$ cat src/rtl/prv664_sb_pkg.sv
// rtl/prv664_sb_pkg.sv - shared sizes and types for the multi-port register scoreboard
package prv664_sb_pkg;

    localparam int SB_NREG = 32;
    localparam int SB_TAGW = 8;
    localparam int SB_IDXW = $clog2(SB_NREG);

    typedef logic [SB_IDXW-1:0] sb_idx_t;

    typedef struct packed {
        logic               busy;
        logic [SB_TAGW-1:0] itag;
    } sb_entry_t;

    function automatic sb_idx_t sb_idx_of(input logic [31:0] value);
        return value[SB_IDXW-1:0];
    endfunction

endpackage

$ cat src/rtl/scoreboard_mp_if.sv
// rtl/scoreboard_mp_if.sv - dispatch/writeback/lookup bundle for scoreboard_mp
interface scoreboard_mp_if #(
    parameter int NREG = 32,
    parameter int TAGW = 8,
    parameter int NWR  = 2,
    parameter int NWB  = 2,
    parameter int NRD  = 4
);
    localparam int IDXW = $clog2(NREG);

    logic                  flush_i;
    logic [NWR-1:0]        disp_write_i;
    logic [NWR*IDXW-1:0]   disp_rdindex_i;
    logic [NWR*TAGW-1:0]   disp_itag_i;
    logic [NWB-1:0]        wb_write_i;
    logic [NWB*IDXW-1:0]   wb_rdindex_i;
    logic [NWB*TAGW-1:0]   wb_itag_i;
    logic [NRD*IDXW-1:0]   rd_index_i;
    logic [NRD-1:0]        rd_busy_o;
    logic [NRD*TAGW-1:0]   rd_itag_o;
    logic [IDXW:0]         busy_cnt_o;
    logic                  all_clear_o;

    modport master (
        output flush_i, disp_write_i, disp_rdindex_i, disp_itag_i,
        output wb_write_i, wb_rdindex_i, wb_itag_i, rd_index_i,
        input  rd_busy_o, rd_itag_o, busy_cnt_o, all_clear_o
    );

    modport slave (
        input  flush_i, disp_write_i, disp_rdindex_i, disp_itag_i,
        input  wb_write_i, wb_rdindex_i, wb_itag_i, rd_index_i,
        output rd_busy_o, rd_itag_o, busy_cnt_o, all_clear_o
    );

endinterface

$ cat src/rtl/scoreboard_entry.sv
// rtl/scoreboard_entry.sv - one scoreboard register: busy bit, producer tag, writeback tag compare
module scoreboard_entry #(
    parameter int TAGW      = 8,
    parameter int NWB       = 2,
    parameter bit HARDWIRED = 1'b0
) (
    input  logic              clk_i,
    input  logic              srst_i,
    input  logic              flush_i,
    input  logic              set_i,
    input  logic [TAGW-1:0]   newtag_i,
    input  logic [NWB-1:0]    clr_sel_i,
    input  logic [NWB*TAGW-1:0] wb_itag_i,
    output logic              busy_o,
    output logic [TAGW-1:0]   itag_o,
    output logic              clr_o,
    output logic              busy_d_o
);
    logic            busy_q, busy_d;
    logic [TAGW-1:0] itag_q, itag_d;
    logic            tag_hit;
    logic            set_eff;

    // A hardwired entry never accepts a dispatch, so it stays at its reset value forever.
    assign set_eff = set_i && !HARDWIRED;

    always_comb begin
        tag_hit = 1'b0;
        for (int j = 0; j < NWB; j++) begin
            if (clr_sel_i[j] && (wb_itag_i[j*TAGW +: TAGW] == itag_q)) begin
                tag_hit = 1'b1;
            end
        end
    end

    assign clr_o = busy_q && tag_hit;

    always_comb begin
        busy_d = busy_q;
        itag_d = itag_q;
        if (flush_i) begin
            busy_d = 1'b0;
        end else if (set_eff) begin
            busy_d = 1'b1;
            itag_d = newtag_i;
        end else if (clr_o) begin
            busy_d = 1'b0;
        end
    end

    always_ff @(posedge clk_i) begin
        if (srst_i) begin
            busy_q <= 1'b0;
            itag_q <= '0;
        end else begin
            busy_q <= busy_d;
            itag_q <= itag_d;
        end
    end

    assign busy_o   = busy_q;
    assign itag_o   = itag_q;
    assign busy_d_o = busy_d;

endmodule

$ cat src/rtl/scoreboard_mp.sv
// rtl/scoreboard_mp.sv - multi-port register scoreboard: dispatch sets, writeback clears, lookups with wb bypass
module scoreboard_mp
    import prv664_sb_pkg::*;
#(
    parameter int NREG           = SB_NREG,
    parameter int TAGW           = SB_TAGW,
    parameter int NWR            = 2,
    parameter int NWB            = 2,
    parameter int NRD            = 4,
    parameter bit ZERO_HARDWIRED = 1'b1
) (
    input  logic            clk_i,
    input  logic            srst_i,
    scoreboard_mp_if.slave  sb
);
    localparam int IDXW = $clog2(NREG);
    localparam int CNTW = IDXW + 1;

    logic [NREG-1:0]      busy;
    logic [NREG-1:0]      busy_next;
    logic [NREG-1:0]      clr_hit;
    logic [TAGW-1:0]      itag [NREG];

    logic [CNTW-1:0]      busy_cnt_q, busy_cnt_d;
    logic                 all_clear_q;

    for (genvar e = 0; e < NREG; e++) begin : g_ent
        logic            set;
        logic [TAGW-1:0] newtag;
        logic [NWB-1:0]  wb_sel;

        // Later ports overwrite earlier ones so the youngest dispatch supplies the tag.
        always_comb begin
            set    = 1'b0;
            newtag = '0;
            for (int p = 0; p < NWR; p++) begin
                if (sb.disp_write_i[p] && (sb.disp_rdindex_i[p*IDXW +: IDXW] == IDXW'(e))) begin
                    set    = 1'b1;
                    newtag = sb.disp_itag_i[p*TAGW +: TAGW];
                end
            end
            for (int j = 0; j < NWB; j++) begin
                wb_sel[j] = sb.wb_write_i[j] && (sb.wb_rdindex_i[j*IDXW +: IDXW] == IDXW'(e));
            end
        end

        scoreboard_entry #(
            .TAGW      (TAGW),
            .NWB       (NWB),
            .HARDWIRED (ZERO_HARDWIRED && (e == 0))
        ) u_entry (
            .clk_i     (clk_i),
            .srst_i    (srst_i),
            .flush_i   (sb.flush_i),
            .set_i     (set),
            .newtag_i  (newtag),
            .clr_sel_i (wb_sel),
            .wb_itag_i (sb.wb_itag_i),
            .busy_o    (busy[e]),
            .itag_o    (itag[e]),
            .clr_o     (clr_hit[e]),
            .busy_d_o  (busy_next[e])
        );
    end

    // Same-cycle matching writeback hides busy; same-cycle dispatch only shows next cycle.
    always_comb begin
        for (int k = 0; k < NRD; k++) begin
            sb.rd_busy_o[k]              = busy[sb.rd_index_i[k*IDXW +: IDXW]]
                                           && !clr_hit[sb.rd_index_i[k*IDXW +: IDXW]];
            sb.rd_itag_o[k*TAGW +: TAGW] = itag[sb.rd_index_i[k*IDXW +: IDXW]];
        end
    end

    always_comb begin
        busy_cnt_d = '0;
        for (int i = 0; i < NREG; i++) begin
            busy_cnt_d = busy_cnt_d + CNTW'(busy_next[i]);
        end
    end

    always_ff @(posedge clk_i) begin
        if (srst_i) begin
            busy_cnt_q  <= '0;
            all_clear_q <= 1'b1;
        end else begin
            busy_cnt_q  <= busy_cnt_d;
            all_clear_q <= (busy_cnt_d == '0);
        end
    end

    assign sb.busy_cnt_o  = busy_cnt_q;
    assign sb.all_clear_o = all_clear_q;

endmodule

$ cat src/flat_wrapper.sv
// flat-port wrapper written by rule: the top's interface ports become plain ports
module scoreboard_mp_flat import prv664_sb_pkg::*;
#(
    parameter int NREG           = SB_NREG,
    parameter int TAGW           = SB_TAGW,
    parameter int NWR            = 2,
    parameter int NWB            = 2,
    parameter int NRD            = 4,
    parameter bit ZERO_HARDWIRED = 1'b1
)
  (clk_i, srst_i, sb_flush_i, sb_disp_write_i, sb_disp_rdindex_i, sb_disp_itag_i, sb_wb_write_i, sb_wb_rdindex_i, sb_wb_itag_i, sb_rd_index_i, sb_rd_busy_o, sb_rd_itag_o, sb_busy_cnt_o, sb_all_clear_o);
  scoreboard_mp_if #(.NREG(NREG), .TAGW(TAGW), .NWR(NWR), .NWB(NWB), .NRD(NRD)) sb_i ();
  input  logic clk_i;
  input  logic srst_i;
  input wire logic [$bits(sb_i.flush_i)-1:0] sb_flush_i;
  input wire logic [$bits(sb_i.disp_write_i)-1:0] sb_disp_write_i;
  input wire logic [$bits(sb_i.disp_rdindex_i)-1:0] sb_disp_rdindex_i;
  input wire logic [$bits(sb_i.disp_itag_i)-1:0] sb_disp_itag_i;
  input wire logic [$bits(sb_i.wb_write_i)-1:0] sb_wb_write_i;
  input wire logic [$bits(sb_i.wb_rdindex_i)-1:0] sb_wb_rdindex_i;
  input wire logic [$bits(sb_i.wb_itag_i)-1:0] sb_wb_itag_i;
  input wire logic [$bits(sb_i.rd_index_i)-1:0] sb_rd_index_i;
  output wire logic [$bits(sb_i.rd_busy_o)-1:0] sb_rd_busy_o;
  output wire logic [$bits(sb_i.rd_itag_o)-1:0] sb_rd_itag_o;
  output wire logic [$bits(sb_i.busy_cnt_o)-1:0] sb_busy_cnt_o;
  output wire logic [$bits(sb_i.all_clear_o)-1:0] sb_all_clear_o;
  assign sb_i.flush_i = sb_flush_i;
  assign sb_i.disp_write_i = sb_disp_write_i;
  assign sb_i.disp_rdindex_i = sb_disp_rdindex_i;
  assign sb_i.disp_itag_i = sb_disp_itag_i;
  assign sb_i.wb_write_i = sb_wb_write_i;
  assign sb_i.wb_rdindex_i = sb_wb_rdindex_i;
  assign sb_i.wb_itag_i = sb_wb_itag_i;
  assign sb_i.rd_index_i = sb_rd_index_i;
  assign sb_rd_busy_o = sb_i.rd_busy_o;
  assign sb_rd_itag_o = sb_i.rd_itag_o;
  assign sb_busy_cnt_o = sb_i.busy_cnt_o;
  assign sb_all_clear_o = sb_i.all_clear_o;
  scoreboard_mp #(.NREG(NREG), .TAGW(TAGW), .NWR(NWR), .NWB(NWB), .NRD(NRD), .ZERO_HARDWIRED(ZERO_HARDWIRED)) u_core (.clk_i(clk_i), .srst_i(srst_i), .sb(sb_i));
endmodule
$ cat config.mk
export PLATFORM = sky130hd
export DESIGN_NAME = scoreboard_mp_flat
export DESIGN_NICKNAME = d
export VERILOG_FILES = /design/src/rtl/prv664_sb_pkg.sv /design/src/rtl/scoreboard_mp_if.sv /design/src/rtl/scoreboard_entry.sv /design/src/rtl/scoreboard_mp.sv /design/src/flat_wrapper.sv
export SDC_FILE = /design/constraint.sdc
export NUM_CORES = 2
export LEC_CHECK = 0
export CORE_MARGIN = 5
export CORE_UTILIZATION = 35
export DETAILED_ROUTE_END_ITERATION = 12
export SETUP_SLACK_MARGIN = 0.1
export SYNTH_ARGS = -nofsm -noshare
export SYNTH_HDL_FRONTEND = slang
export SYNTH_SLANG_ARGS = --single-unit
$ cat constraint.sdc
create_clock -name clk_i -period 18.5 [get_ports clk_i]
set_clock_uncertainty 0.05 [all_clocks]
set_input_delay 3.7 -clock clk_i [delete_from_list [all_inputs] [get_ports clk_i]]
set_output_delay 3.7 -clock clk_i [all_outputs]
set_load 0.01 [all_outputs]
==> flow_summary.yaml <==
synthesis:
  synth_area_um2: 30400
  synth_ff_type: "dfxtp_1"
  synth-seq-cells: 287
  syn_area_per_cell_um2: 9.46
  ys_seq_area_share_pct: 18.9
  synthCells: 3211
  synth_cell_type_count: 83
  synthArstFlopShare_pct: 0
  synth_warnings: 0
  synth-edff-count: 0
  synth_nets: 3322
critical_path:
  required_ns: 14.75
  crit_fanout: 9
  crit_type: "in -> out"
  endpoint_kind: "output port"
  arrival_ns: 7.77
  start_kind: "primary input"
worst_hold_path:
  holdCritPathClass: "reg -> reg"
drt:
  routed_wirelength_mm: 156
  drtAntennaViolNets: 0
  firstDrtPassIters: 9
  viasPerCell: 7.06
  dr.first_iter.drc_count: 5640
  route.vias.total: 30500
  drcViolationCount: 0
  post_drt_wl_per_cell_um: 36.2
clocking:
  clk_pin_slew_ns: 0.07
  clock_latency_ns: 0.58
  cts_buffers: 35
  cts_sinks: 287
  cts_tree: "yes"
  cts_hold_buffers: 0
  cts_root_buf: "clkbuf_16"
  cts_setup_buffers: 0
  htree_levels: 2
  ctsResizeCount: 0
  cts_max_path_buffers: 3
global_route:
  grtUsageTotal_pct: 32.1
  grt_start_max_net_pins: 108
  first_global_vias: 27600
  antenna_found_initial: 4
  grt_pass1_wl_mm: 218
  grt-ovfl-total: 0
layout:
  multi_input_area_um2: 22800
  layout.nets: 3248
  seqCellArea_um2: 5750
  drive_gt1_share_pct: 19.9
  fin_util_pct: 38.4
  syn_to_final_growth_pct: 9.40
  num-fill-cells: 8626
  final_cell_area_um2: 33200
die:
  fp-row-count: 108
  die_w_um: 305
  dieArea_um2: 92800
  initial_core_util_pct: 35.1
  die_h_um: 305
  coreArea_um2: 86500
  design.portCount: 122
place:
  hpwl_mm: 109
  place_congestion: 1.04
  portBuffers: 121
  placed_cell_area_um2: 32100
sta:
  tns_ns: 0
  rsz0062_at_grt: "false"
  finalSetupViolations: 0
  slew_headroom_pct: 9.94
  finalHoldViolations: 0
  timing.final.crit_share_pct: 62.3
  worstMarginPinSlew_ns: 1.35
  fmax_mhz: 86.8
  maxSlewViolCount: 0
  finalWorstPathRequiredPeriod_ns: 11.52
run_status:
  status: "completed"
power:
  ir_worst_vdd_v: 0.0000526
  p_per_area_nw_per_um2: 53.3
  leakagePower_nw: 9.95
  power_mw: 1.77
flow_run:
  drv_cap: 0
## metal layers
metal / share of wire (%) / track usage (%) / routed length [um]
met5: 0.11 / 1.14 / 169
met2: 39 / 43.1 / 60300
met1: 37 / 43.2 / 57400
met3: 18 / 14.5 / 27800
met4: 6.8 / 16.1 / 10600
## placed cells by master, fill, tap and decap left out, types with 42 or more instances in the layout
cell	count
xnor2_1	403
nor2_1	402
mux4_2	333
dfxtp_1	287
a211oi_1	197
nand2_1	156
nand4_1	122
a22oi_1	122
buf_4	115
clkdlybuf4s50_1	95
xor2_1	94
nand3_1	65
nor4_1	64
mux2_2	58
o22ai_1	55
a311oi_1	52
inv_1	50
mux2i_1	45
a21oi_1	42
## final cells by class
cell class / instances / share of cell area, %
Clock inverter: 10 / 0.478
Antenna cell: 3 / 0.0226
Sequential cell: 287 / 17.3
Timing Repair Buffer: 228 / 5.76
Inverter: 55 / 0.621
Multi-Input combinational cell: 2530 / 68.5
Clock buffer: 49 / 2.94
Tap cell: 1155 / 4.35
## metrics by stage
step	std cells	hold slack [ns]	setup WS, ns
finish	4317	0.560	6.98
global route	4314	0.570	7.01
CTS	4314	0.552	7.15
floorplan	3211	0.488	8.65
detailed placement	4255	0.542	7.16
global placement	4255	0.534	7.16
## cell families after synthesis
family	Yosys count	synth area share (%)
AOI/OAI and AO/OA	631	15.2
xor gates and xnor gates	498	14.4
adders and majority gates	32	1.91
buffers and inverters	394	6.16
DFF	287	18.9
muxes	437	28.4
and+or+nand+nor	932	15.0
## cell usage after synthesis, types with 65 or more instances
| cell | n | area share [%] |
|---|---|---|
| xnor2_1 | 403 | 12 |
| nor2_1 | 402 | 5.0 |
| nand3_1 | 65 | 1.1 |
| clkbuf_1 | 188 | 2.3 |
| xor2_1 | 94 | 2.7 |
| dfxtp_1 | 287 | 19 |
| nand4_1 | 122 | 2.5 |
| a22oi_1 | 122 | 3.0 |
| mux4_2 | 333 | 25 |
| nand2_1 | 156 | 1.9 |
| nor4_1 | 65 | 1.3 |
| a211oi_1 | 197 | 4.9 |
## final timing paths
| check | start | end | slack, ns | cells after the start |
|---|---|---|---|---|
| worst max-delay path | sb_wb_rdindex_i[9] | sb_rd_busy_o[2] | 6.98 | 10 |
| worst max register to register | u_core.g_ent[11].u_entry.itag_o[6] | u_core.sb.all_clear_o | 11.41 | 23 |
| worst min register to register | u_core.g_ent[17].u_entry.itag_o[1] | u_core.g_ent[17].u_entry.itag_o[1] | 0.56 | 2 |
| worst min-delay path | u_core.g_ent[17].u_entry.itag_o[1] | u_core.g_ent[17].u_entry.itag_o[1] | 0.56 | 2 |
## critical path, stage by stage
cell and delay, ns:
clkdlybuf4s50_1 0.58, nand4b_1 0.70, or4_1 0.72, nor4_2 0.39, o21ai_1 0.26, nand4_1 0.18
nand4_1 0.10, nor4b_1 0.47, nor3_1 0.14, clkdlybuf4s50_1 0.52
## report_power, final
part	switching, mW	internal, mW
logic	0.249	0.146
registers	0.0321	0.628
clock network	0.316	0.401
## sequential cells by signal, indices dropped and copies added (netlist names)
name,count
u_core.sb.all_clear_o,1
u_core.g_ent.u_entry.itag_o,248
u_core.g_ent.u_entry.busy_o,32
u_core.sb.busy_cnt_o,6
(Power assumes the default switching activity.)
